`config.mk`:
```
export PLATFORM = sky130hd
export DESIGN_NAME = quote_scheduler
export DESIGN_NICKNAME = d
export VERILOG_FILES = /design/src/rtl/quote_scheduler.sv
export SDC_FILE = /design/constraint.sdc
export NUM_CORES = 1
export LEC_CHECK = 0
export ABC_AREA = 1
export CORE_ASPECT_RATIO = 0.9
export CORE_MARGIN = 2
export CORE_UTILIZATION = 52
export CTS_CLUSTER_DIAMETER = 30
export DETAILED_ROUTE_END_ITERATION = 7
export PLACE_DENSITY = 0.81
export SLEW_MARGIN = 20
export SYNTH_ARGS = -nofsm -noshare
export SYNTH_HDL_FRONTEND = slang
export SYNTH_SLANG_ARGS = --single-unit
```
`constraint.sdc`:
```
create_clock -name i_clk -period 5.5 [get_ports i_clk]
set_clock_uncertainty 0.1 [all_clocks]
set_input_delay 1.1 -clock i_clk [delete_from_list [all_inputs] [get_ports i_clk]]
set_output_delay 1.1 -clock i_clk [all_outputs]
set_load 0.01 [all_outputs]
```
`src/rtl/quote_scheduler.sv`:
```
// Shares one valid/ready quote output among NUM_STOCKS generators: one latest-quote slot
// per stock, a per-stock cooldown, and round-robin grants into a single output register.
module quote_scheduler #(
  parameter int NUM_STOCKS = 4,
  parameter int DATA_WIDTH = 32,
  parameter int QTY_WIDTH  = 16,
  parameter int GAP_WIDTH  = 8,
  parameter int SID_W      = $clog2(NUM_STOCKS)
) (
  input  logic                             i_clk,
  input  logic                             i_reset,
  input  logic [NUM_STOCKS-1:0]            i_req_valid,
  input  logic [NUM_STOCKS*DATA_WIDTH-1:0] i_buy_price,
  input  logic [NUM_STOCKS*DATA_WIDTH-1:0] i_sell_price,
  input  logic [NUM_STOCKS*QTY_WIDTH-1:0]  i_quantity,
  input  logic [GAP_WIDTH-1:0]             i_min_gap,
  input  logic                             i_out_ready,
  output logic                             o_valid,
  output logic [SID_W-1:0]                 o_stock_id,
  output logic [DATA_WIDTH-1:0]            o_buy_price,
  output logic [DATA_WIDTH-1:0]            o_sell_price,
  output logic [QTY_WIDTH-1:0]             o_quantity,
  output logic [NUM_STOCKS-1:0]            o_pending,
  output logic [15:0]                      o_overwrite_count
);

  typedef enum logic {IDLE, SEND} state_t;

  state_t                  state_q, state_d;
  logic [DATA_WIDTH-1:0]   buy_q  [NUM_STOCKS];
  logic [DATA_WIDTH-1:0]   buy_d  [NUM_STOCKS];
  logic [DATA_WIDTH-1:0]   sell_q [NUM_STOCKS];
  logic [DATA_WIDTH-1:0]   sell_d [NUM_STOCKS];
  logic [QTY_WIDTH-1:0]    qty_q  [NUM_STOCKS];
  logic [QTY_WIDTH-1:0]    qty_d  [NUM_STOCKS];
  logic [GAP_WIDTH-1:0]    cool_q [NUM_STOCKS];
  logic [GAP_WIDTH-1:0]    cool_d [NUM_STOCKS];
  logic [NUM_STOCKS-1:0]   pending_q, pending_d;
  logic [SID_W-1:0]        last_q, last_d;
  logic [SID_W-1:0]        out_sid_q, out_sid_d;
  logic [DATA_WIDTH-1:0]   out_buy_q, out_buy_d;
  logic [DATA_WIDTH-1:0]   out_sell_q, out_sell_d;
  logic [QTY_WIDTH-1:0]    out_qty_q, out_qty_d;
  logic [15:0]             ovw_q, ovw_d;

  logic [NUM_STOCKS-1:0]   eligible;
  logic [NUM_STOCKS-1:0]   gnt_vec;
  logic [NUM_STOCKS-1:0]   ovw_vec;
  logic                    gnt_found;
  logic [SID_W-1:0]        gnt_sel;
  logic                    grant_slot_open;
  logic                    do_grant;

  // Returns {found, index}: first eligible stock searching from last+1, wrapping.
  function automatic logic [SID_W:0] rr_pick(input logic [SID_W-1:0]      last,
                                             input logic [NUM_STOCKS-1:0] elig);
    logic [SID_W:0] res;
    int             idx;
    res = '0;
    for (int i = 1; i <= NUM_STOCKS; i++) begin
      idx = int'(last) + i;
      if (idx >= NUM_STOCKS) idx = idx - NUM_STOCKS;
      if (!res[SID_W] && elig[SID_W'(idx)]) res = {1'b1, SID_W'(idx)};
    end
    return res;
  endfunction

  always_comb begin
    eligible = '0;
    for (int s = 0; s < NUM_STOCKS; s++) begin
      eligible[s] = pending_q[s] && (cool_q[s] == '0);
    end
  end

  always_comb begin
    {gnt_found, gnt_sel} = rr_pick(last_q, eligible);
    // A new grant may load the output register when it is empty or being drained.
    grant_slot_open = (state_q == IDLE) || i_out_ready;
    do_grant        = grant_slot_open && gnt_found;

    state_d    = state_q;
    last_d     = last_q;
    out_sid_d  = out_sid_q;
    out_buy_d  = out_buy_q;
    out_sell_d = out_sell_q;
    out_qty_d  = out_qty_q;
    ovw_d      = ovw_q;
    pending_d  = pending_q;
    buy_d      = buy_q;
    sell_d     = sell_q;
    qty_d      = qty_q;
    cool_d     = cool_q;
    gnt_vec    = '0;
    ovw_vec    = '0;

    if (do_grant) begin
      state_d    = SEND;
      last_d     = gnt_sel;
      out_sid_d  = gnt_sel;
      out_buy_d  = buy_q[gnt_sel];
      out_sell_d = sell_q[gnt_sel];
      out_qty_d  = qty_q[gnt_sel];
    end else if (state_q == SEND && i_out_ready) begin
      state_d = IDLE;
    end

    for (int s = 0; s < NUM_STOCKS; s++) begin
      gnt_vec[s] = do_grant && (gnt_sel == SID_W'(s));
      if (gnt_vec[s]) begin
        pending_d[s] = 1'b0;
        cool_d[s]    = i_min_gap;
      end else if (cool_q[s] != '0) begin
        cool_d[s] = cool_q[s] - GAP_WIDTH'(1);
      end
      // A same-edge request wins over the grant's pending clear; grant already took old data.
      if (i_req_valid[s]) begin
        if (i_quantity[s*QTY_WIDTH +: QTY_WIDTH] != '0) begin
          buy_d[s]     = i_buy_price[s*DATA_WIDTH +: DATA_WIDTH];
          sell_d[s]    = i_sell_price[s*DATA_WIDTH +: DATA_WIDTH];
          qty_d[s]     = i_quantity[s*QTY_WIDTH +: QTY_WIDTH];
          pending_d[s] = 1'b1;
          ovw_vec[s]   = pending_q[s] && !gnt_vec[s];
        end else begin
          pending_d[s] = 1'b0;
        end
      end
      if (ovw_vec[s] && ovw_d != 16'hFFFF) ovw_d = ovw_d + 16'd1;
    end
  end

  always_ff @(posedge i_clk) begin
    if (i_reset) begin
      state_q    <= IDLE;
      last_q     <= SID_W'(NUM_STOCKS - 1);
      out_sid_q  <= '0;
      out_buy_q  <= '0;
      out_sell_q <= '0;
      out_qty_q  <= '0;
      ovw_q      <= '0;
      pending_q  <= '0;
      for (int s = 0; s < NUM_STOCKS; s++) begin
        buy_q[s]  <= '0;
        sell_q[s] <= '0;
        qty_q[s]  <= '0;
        cool_q[s] <= '0;
      end
    end else begin
      state_q    <= state_d;
      last_q     <= last_d;
      out_sid_q  <= out_sid_d;
      out_buy_q  <= out_buy_d;
      out_sell_q <= out_sell_d;
      out_qty_q  <= out_qty_d;
      ovw_q      <= ovw_d;
      pending_q  <= pending_d;
      for (int s = 0; s < NUM_STOCKS; s++) begin
        buy_q[s]  <= buy_d[s];
        sell_q[s] <= sell_d[s];
        qty_q[s]  <= qty_d[s];
        cool_q[s] <= cool_d[s];
      end
    end
  end

  assign o_valid           = (state_q == SEND);
  assign o_stock_id        = out_sid_q;
  assign o_buy_price       = out_buy_q;
  assign o_sell_price      = out_sell_q;
  assign o_quantity        = out_qty_q;
  assign o_pending         = pending_q;
  assign o_overwrite_count = ovw_q;

endmodule

```
==> results of run 1 <==
==> worst max-delay path, delay by kind of cell <==
kind | cells | cell delay, ns
AND/OR/NAND/NOR | 27 | 2.85
buffers and inverters | 6 | 1.41
adder cells (fa/ha/maj) | 1 | 0.19
==> path summary, 6_finish.rpt <==
check | end | slack [ns] | cells past startpoint
hold reg to reg | qty_q[20]$_SDFFE_PP0P_ | 0.35 | 2
setup reg to reg | o_overwrite_count[2]$_SDFF_PP0_ | 0.44 | 38
hold / removal | qty_q[20]$_SDFFE_PP0P_ | 0.35 | 2
setup / recovery | o_overwrite_count[2]$_SDFF_PP0_ | 0.38 | 34
==> layout make-up <==
| cell class | instances | area (µm²) |
|---|---|---|
| Inverter | 232 | 886 |
| Timing Repair Buffer | 589 | 5560 |
| Sequential cell | 457 | 9150 |
| Multi-Input combinational cell | 2132 | 10400 |
| Clock buffer | 110 | 2430 |
| Clock inverter | 51 | 642 |
| Antenna cell | 10 | 25.0 |
| Tap cell | 532 | 666 |
| Fill cell | 2872 | 9920 |
==> power by group through the flow <==
stage	combinational [W]	sequential (W)	clock, W
2_1_floorplan	0.00393	0.00437	0
6_report	0.00722	0.00432	0.00547
3_3_place_gp	0.00673	0.00433	0
4_1_cts	0.00696	0.00430	0.00549
5_1_grt	0.00782	0.00437	0.00565
3_5_place_dp	0.00686	0.00435	0
==> sequential cells by signal (all words and copies together) (netlist names) <==
signal,flops
buy_q,128
sell_q,128
qty_q,64
cool_q,32
o_buy_price,32
o_sell_price,32
o_overwrite_count,16
o_quantity,16
o_pending,4
last_q,2
o_stock_id,2
o_valid,1
==> cell usage in the layout (no fill, tap or decap), types with 8 or more instances in the layout <==
cell type,instances
bufinv_16,10
a31oi_1,45
xor2_1,24
a22o_1,15
inv_2,19
a221oi_1,12
o22ai_1,16
a21oi_1,165
clkinv_4,9
o21ai_0,440
nor4_1,16
xnor2_1,14
dfxtp_1,457
clkbuf_16,89
clkinv_2,14
inv_1,202
nor2_1,682
diode_2,10
nor3_1,33
clkbuf_8,13
clkinvlp_4,11
clkdlybuf4s50_1,436
nand3_2,12
ha_1,8
nor2_2,16
clkbuf_1,9
nand2_2,24
nand3_1,73
nand2_1,413
nor2_4,17
o221ai_1,22
nand4_1,37
buf_4,148
==> kinds of logic (layout without fill, tap and decap cells) <==
logic type      after synthesis  count (layout)
simple gates               1350            1351
buf+inv                     415             982
fa+ha+maj                    11              11
compound gates              731             731
xor+xnor                     39              39
flops                       457             457
other cells                   0              10
==> through the flow <==
step | power [W] | instance area (µm²) | setup slack [ns] | std cells
2_1_floorplan | 0.00830 | 21000 | 0.454 | 3003
3_3_place_gp | 0.0111 | 26400 | -0.303 | 3924
3_5_place_dp | 0.0112 | 26400 | -0.397 | 3924
4_1_cts | 0.0168 | 29400 | 0.134 | 4085
5_1_grt | 0.0178 | 29700 | -0.00601 | 4113
6_report | 0.0170 | 29700 | 0.380 | 4113
==> what timing repair did <==
item | in CTS | in global routing
setup endpoints to repair | 0 | 16
setup buffers | 0 | 16
resized for setup | 0 | 27
==> metal layers <==
metal / GRT usage, % / up-vias / wire (µm)
li1: - / 10876 / -
met1: 47.1 / 10803 / 32000
met2: 58.4 / 1328 / 36000
met3: 8.22 / 260 / 8260
met4: 19.9 / 0 / 3820
met5: 0 / - / 0
==> impl_metrics.tcl, run 1 <==
set metrics [dict create \
    yosysMostFrequentCell "nor2_1" \
    path_clk_slew_ns 0.05 \
    drt_iter0_drc 2589 \
    grt.total_usage_pct 37.0 \
    cts.sinks 457 \
    fin_crit_ns 5.12 \
    die_x_um 216 \
    die_h_um 195 \
    numCtsBuffers 88 \
    critical_path_arrival_ns 5.57 \
    wire_per_inst_um 19.5 \
    clock.fmax_mhz 195 \
    combPwrFrac_pct 42.4 \
    htree_levels 3 \
    required_ns 5.95 \
    synth_mux_area_share_pct 0 \
    worstPathMaxFanout 16 \
    worst_pin_slew_ns 1.08 \
    drive_above_1_share_pct 11.9 \
    synth_compound_area_share_pct 18.9 \
    viasPerCell 5.66 \
    power.share.sequential_pct 25.4 \
    yosysTopAreaCell "dfxtp_1" \
    globalplace.congestion 0.924 \
    syn_area_um2 21000 \
    die-area_um2 42000 \
    r2r-start "cool_q[9]$_SDFFE_PP0P_" \
    ys.flop_type "dfxtp_1" \
    holdCritPathClass "reg2reg" \
    antenna_found_initial 10 \
    status "complete, no violations" \
    critPathLaunchType "primary input" \
    drc_errors 0 \
    numPortBuffers 437 \
    start_util_pct 53.0 \
    leakagePower_nw 12.5 \
    postSynth.asyncResetShare_pct 0 \
    hold_ws_ns 0.350 \
    synth_nets 3349 \
    clk_path_buf_depth 3 \
    grt_pass1_wl_mm 123 \
    final_util_pct 75.0 \
    path_class "in2reg" \
    p_sw_share_pct 40.0 \
    ios 438 \
    nets 3846 \
    power.density_nw_per_um2 573 \
    worstHoldStart "qty_q[20]$_SDFFE_PP0P_" \
    synth_seq_area_share_pct 43.6 \
    hpwl_mm 52.4 \
    ant_nets 0 \
    core_um2 39600 \
    finalSetupViolCount 0 \
    cp_common_cell "nand2_1" \
    max_slew_margin_pct 27.7 \
    ys_seq_elements 457 \
    maxCapViolCount 0 \
    yosys.area_share.simple_pct 27.5 \
    vdd_ir_drop_max_mv 0.553 \
    synth_top_family_by_area "simple AND/OR/NAND/NOR gates" \
    grt_max_degree 179 \
    tns_ns 0 \
    cpPeakStageDelay_ns 0.61 \
    synth_top_area_share_pct 43.6 \
    report.final.slew_viol_count 0 \
    grt_overflow 0 \
    routed_wl_mm 80.0 \
    netlist_instances 3003 \
    clock_power_share_pct 32.2 \
    final-hold-violation-count 0 \
    ys_types 44 \
    cts_tree "yes" \
    syn2layout_area_growth_pct 41.5 \
    ys_top_cells_by_area "dfxtp_1 (44%), nor2_1 (12%), o21ai_0 (10%)" \
    first_pass_iters 6 \
    grt_pass1_vias 22801 \
    rows 69 \
    critPathLaunch "i_quantity[5]" \
    synth_enable_flop_cells 0 \
    p_switching_w 0.00680 \
    endpoint_kind "register" \
    p_int_w 0.0102 \
    finalCritPeriodShare_pct 93.1 \
    cts_root_buf "clkbuf_16" \
    ys.warnings.count 0 \
    worstSkewPairLatency_ns 0.62 \
    cp_slowest_cell "clkdlybuf4s50_1" \
    vias 23267 \
    synth_adder_area_share_pct 0.656 \
    ctsHoldBuffers 0 \
    synth_xor_area_share_pct 1.66 \
    synthTopCellsByCount "nor2_1 (687), dfxtp_1 (457), o21ai_0 (440)" \
    avgSynthCellArea_um2 6.99 \
]
No activity file was read; power rests on OpenSTA's default activity.
==> inputs of run 2 (changes only) <==
--- a/constraint.sdc
+++ b/constraint.sdc
@@ -3,3 +3,3 @@
 set_input_delay 1.1 -clock i_clk [delete_from_list [all_inputs] [get_ports i_clk]]
 set_output_delay 1.1 -clock i_clk [all_outputs]
-set_load 0.01 [all_outputs]
+set_load 0.1 [all_outputs]
==> run 2 against run 1 <==
  * Setup slack got worse by 0.074 ns
  * Die area unchanged
  * Hold slack got worse by 0.0055 ns
  * Sequential share of layout area about the same
  * Cell area about the same
  * Highest routed layer unchanged
  * Clock power decreased by 2%
==> impl_metrics.tcl, run 2 (same netlist as run 1, synthesis figures left out) <==
set metrics [dict create \
    drive_above_1_share_pct 12.1 \
    die-area_um2 42000 \
    rows 69 \
    die_h_um 195 \
    required_ns 5.88 \
    worstSkewPairLatency_ns 0.61 \
    worstPathMaxFanout 6 \
    grt_overflow 0 \
    grt_pass1_vias 23095 \
    antenna_found_initial 6 \
    final_common_cell "nor2_1" \
    cpPeakStageDelay_ns 0.29 \
    finalSetupViolCount 0 \
    worst_pin_slew_ns 1.10 \
    grt_max_degree 174 \
    tns_ns 0 \
    final_util_pct 74.9 \
    core_um2 39600 \
    dp.cells 3929 \
    reg_top3 "buy_q x128, sell_q x128, qty_q x64" \
    start_util_pct 53.0 \
    die_x_um 216 \
    hpwl_mm 52.8 \
    cp_slowest_cell "dfxtp_1" \
    cts_tree "yes" \
    report.final.slew_viol_count 0 \
    maxCapViolCount 0 \
    routed_wl_mm 81.2 \
    holdCritPathClass "reg2reg" \
    path_class "reg2reg" \
    vdd_ir_drop_max_mv 0.657 \
    ios 438 \
    power.density_nw_per_um2 636 \
    grt.total_usage_pct 36.7 \
    critical_path_arrival_ns 5.58 \
    numPortBuffers 437 \
    finalNonFillerCells 4113 \
    fin_crit_ns 5.19 \
    wire_per_inst_um 19.7 \
    critPathLaunchType "register" \
    finalCritPeriodShare_pct 94.4 \
    ctsHoldBuffers 0 \
    path_clk_slew_ns 0.05 \
    numCtsBuffers 87 \
    viasPerCell 5.76 \
    status "complete, no violations" \
    cts.sinks 457 \
    cts_root_buf "clkbuf_16" \
    syn2layout_area_growth_pct 41.4 \
    globalplace.congestion 0.946 \
    post_dp_cell_area_um2 26400 \
    leakagePower_nw 12.5 \
    final_cell_mix "nor2_1 (682), dfxtp_1 (455), o21ai_0 (440), clkdlybuf4s50_1 (436), nand2_1 (412)" \
    vias 23675 \
    drc_errors 0 \
    cp_common_cell "nand2_1" \
    clock.fmax_mhz 193 \
    nets 3850 \
    grt_pass1_wl_mm 123 \
    final_area_um2 29700 \
    first_pass_iters 7 \
    drt_iter0_drc 2601 \
    max_slew_margin_pct 26.6 \
    htree_levels 3 \
    clk_path_buf_depth 3 \
    final-hold-violation-count 0 \
    endpoint_kind "register" \
    ant_nets 0 \
]
## run 2: changes by cell type in the layout (fill, tap and decap cells not counted), moves of 3 or more
cell	change
clkbuf_8	-4
clkinv_2	+3
clkinv_4	-7
diode_2	-3
clkbuf_1	-3
buf_4	+3
inv_6	+8
## run 2: path summary, 6_finish.rpt
| kind | slack (ns) | from | endpoint | cells past startpoint |
|---|---|---|---|---|
| worst max-delay path | 0.31 | cool_q[24]$_SDFFE_PP0P_ | o_overwrite_count[6]$_SDFF_PP0_ | 41 |
| worst min-delay path | 0.34 | qty_q[24]$_SDFFE_PP0P_ | qty_q[24]$_SDFFE_PP0P_ | 2 |
| worst max register to register | 0.31 | cool_q[24]$_SDFFE_PP0P_ | o_overwrite_count[6]$_SDFF_PP0_ | 41 |
| worst min register to register | 0.34 | qty_q[24]$_SDFFE_PP0P_ | qty_q[24]$_SDFFE_PP0P_ | 2 |
## run 2: report_power, final
| group | switching [W] | internal, W |
|---|---|---|
| logic | 0.00649 | 0.00266 |
| clock network | 0.00187 | 0.00351 |
| registers | 0.000433 | 0.00390 |
| total | 0.00879 | 0.0101 |
## run 2: what timing repair did
action,in CTS,in global routing
setup buffers,0,14
resized for setup,0,24
setup endpoints to repair,0,16
## run 2: layout make-up
class / instances / area [µm²]
fillers: 2945 / 9940
clock inverters: 54 / 608
inverters: 232 / 886
diodes: 7 / 17.5
repair buffers: 591 / 5560
multi-input cells: 2135 / 10400
flip-flops and latches: 457 / 9150
clock buffers: 105 / 2400
well taps: 532 / 666
## run 2: layer usage
metal / GRT usage [%] / part of all wire, % / vias to the layer above
met3: 8.06 / 11 / 287
met5: 0 / 0 / -
li1: - / - / 10898
met4: 17.8 / 4.6 / 0
met1: 46.7 / 39 / 11036
met2: 59.2 / 45 / 1454
## run 2: through the flow
step | hold WS [ns] | worst slack, ns | power [W]
after global placement | 0.333 | -0.420 | 0.0130
after CTS | 0.346 | 0.0126 | 0.0186
after detailed placement | 0.339 | -0.521 | 0.0132
after global routing | 0.367 | -0.0740 | 0.0196
after floorplan | 0.324 | 0.141 | 0.0102
final | 0.344 | 0.306 | 0.0189
## run 2: worst max-delay path, delay by kind of cell, from the launching register on
kind / cells / cell delay, ns
adder cells (fa/ha/maj): 3 / 0.56
AND/OR/NAND/NOR: 34 / 3.75
buffers and inverters: 4 / 0.35
flip-flops: 1 / 0.29
==> inputs of run 3 (changes only) <==
Settings changed: CORE_UTILIZATION 52 to 56, CTS_CLUSTER_DIAMETER 30 to not set, PLACE_DENSITY 0.81 to 0.86.
Clock period 5.5 ns to 6.35 ns, I/O delays scaled along.
==> run 3 against run 2 <==
  * Utilization fell by 0.97 points
  * Register-to-register slack improved by 0.46 ns
  * Clock-buffer cell count fell by 39
  * Non-clock buffer count fell by 102
  * Flip-flop and latch count did not move
  * Critical path depth fell by 7
  * Combinational power fell by 17%
  * Global-route usage rose by 2.2 points
  * Critical path type is now in2reg
  * Critical endpoint is now o_overwrite_count[5]$_SDFF_PP0_
  * Largest cell class unchanged
  * Largest power group unchanged
==> impl_metrics.tcl, run 3 (same netlist as run 1, synthesis figures left out) <==
set metrics [dict create \
    critPathLaunchType "primary input" \
    critPathLaunch "i_quantity[11]" \
    ctsHoldBuffers 0 \
    start_util_pct 56.6 \
    p_sw_share_pct 49.9 \
    leakagePower_nw 11.3 \
    drive_above_1_share_pct 6.89 \
    grtUsageMet3_pct 8.86 \
    final-hold-violation-count 0 \
    busiest_layer "met2" \
    critical_path_arrival_ns 6.11 \
    final_common_cell "nor2_1" \
    r2r-start "cool_q[0]$_SDFFE_PP0P_" \
    viasPerCell 5.82 \
    ios 438 \
    ant_nets 0 \
    antenna_found_initial 10 \
    core_um2 37100 \
    cp_common_cell "nand2_1" \
    worst_pin_slew_ns 1.21 \
    syn2layout_area_growth_pct 30.5 \
    final_util_pct 73.9 \
    wire_per_inst_um 20.3 \
    cts_resized 0 \
    power.share.sequential_pct 26.1 \
    endpoint_kind "register" \
    p_switching_w 0.00714 \
    drt_iter0_drc 2530 \
    status "complete, no violations" \
    drc_errors 0 \
    maxCapViolCount 0 \
    cts_tree "yes" \
    cp_num_buf_inv 6 \
    nets 3703 \
    fin_crit_ns 5.70 \
    die-area_um2 39000 \
    cts.sinks 457 \
    tns_ns 0 \
    first_pass_iters 6 \
    reg_top3 "buy_q x128, sell_q x128, qty_q x64" \
    rows 67 \
    cp_slowest_cell "clkdlybuf4s50_1" \
    path_class "in2reg" \
    die_h_um 188 \
    vias 22622 \
    numCtsBuffers 46 \
    grt_pass1_vias 22206 \
    hpwl_mm 53.0 \
    vdd_ir_drop_max_mv 0.978 \
    use_met1_pct 50.0 \
    finalCritPeriodShare_pct 89.7 \
    grt_max_degree 193 \
    clk_path_buf_depth 3 \
    grt.total_usage_pct 39.0 \
    cpPeakStageDelay_ns 0.51 \
    htree_levels 2 \
    postCtsSetupBuffers 0 \
    final_cell_mix "nor2_1 (685), dfxtp_1 (457), o21ai_0 (440), clkdlybuf4s50_1 (436), nand2_1 (413)" \
    rsz0062_at_grt "false" \
    numPortBuffers 437 \
    grt_pass1_wl_mm 121 \
    die_x_um 208 \
    power.density_nw_per_um2 522 \
    cts_root_buf "clkbuf_16" \
    holdCritPathClass "reg2reg" \
    clock.fmax_mhz 175 \
    worstSkewPairLatency_ns 0.59 \
    critPathTopFamily "simple AND/OR/NAND/NOR gates" \
    p_int_w 0.00716 \
    combPwrFrac_pct 52.9 \
    max_slew_margin_pct 19.3 \
    met2_usage_pct 62.4 \
    routed_wl_mm 78.8 \
    grt_overflow 0 \
    clock_power_share_pct 21.0 \
    finalSetupViolCount 0 \
    worstHoldStart "qty_q[24]$_SDFFE_PP0P_" \
    required_ns 6.76 \
    path_clk_slew_ns 0.06 \
    globalplace.congestion 0.943 \
    report.final.slew_viol_count 0 \
    worstPathMaxFanout 18 \
]
==> run 3: cell types whose count changed in the layout (fill, tap and decap cells not counted), sizes merged <==
| cell | delta |
|---|---|
| inv | -10 |
| nand2 | -1 |
| nand3 | -3 |
| buf | -102 |
| bufinv | -1 |
| clkbuf | -39 |
| clkinvlp | -12 |
| diode | +2 |
| clkinv | -11 |
==> run 3: per-layer routing <==
layer | wire length, µm | vias to the layer above
li1 | - | 10551
met1 | 31500 | 10527
met2 | 35600 | 1290
met3 | 8030 | 252
met4 | 3680 | 2
met5 | 17 | -
==> run 3: final timing paths <==
| kind | endpoint | slack [ns] | cells after the start |
|---|---|---|---|
| worst min register to register | qty_q[24]$_SDFFE_PP0P_ | 0.35 | 2 |
| worst min-delay path | qty_q[24]$_SDFFE_PP0P_ | 0.35 | 2 |
| worst max-delay path | o_overwrite_count[5]$_SDFF_PP0_ | 0.65 | 34 |
| worst max register to register | o_overwrite_count[5]$_SDFF_PP0_ | 0.77 | 42 |
==> run 3: area by class of cell <==
type / count / area [µm²]
multi-input combinational: 2131 / 10300
fill: 2812 / 9660
sequential: 457 / 9150
timing repair buffer: 489 / 4770
clock buffer: 66 / 1340
inverter: 232 / 881
tap: 483 / 604
clock inverter: 20 / 362
antenna: 9 / 22.5
==> run 3: power by group through the flow <==
| stage | registers [W] | logic [W] | clock network, W |
|---|---|---|---|
| 6_report | 0.00373 | 0.00757 | 0.00300 |
| 5_1_grt | 0.00376 | 0.00804 | 0.00311 |
| 4_1_cts | 0.00371 | 0.00742 | 0.00300 |
| 3_5_place_dp | 0.00376 | 0.00737 | 0 |
| 3_3_place_gp | 0.00375 | 0.00726 | 0 |
| 2_1_floorplan | 0.00544 | 0.00341 | 0 |
==> run 3: through the flow <==
step	cell area [µm²]	power [W]	instances	setup WS, ns	hold WS, ns
floorplan	21000	0.00885	3003	0.796	0.324
global placement	25700	0.0110	3792	0.288	0.334
detailed placement	25700	0.0111	3792	0.159	0.340
CTS	27400	0.0141	3878	0.735	0.350
global route	27400	0.0149	3887	0.185	0.372
finish	27400	0.0143	3887	0.651	0.348
==> run 3: tightest hold or removal path, cell delays in order (launching register included) <==
cell	delay (ns)
dfxtp_1	0.31
inv_1	0.05
a21oi_1	0.05
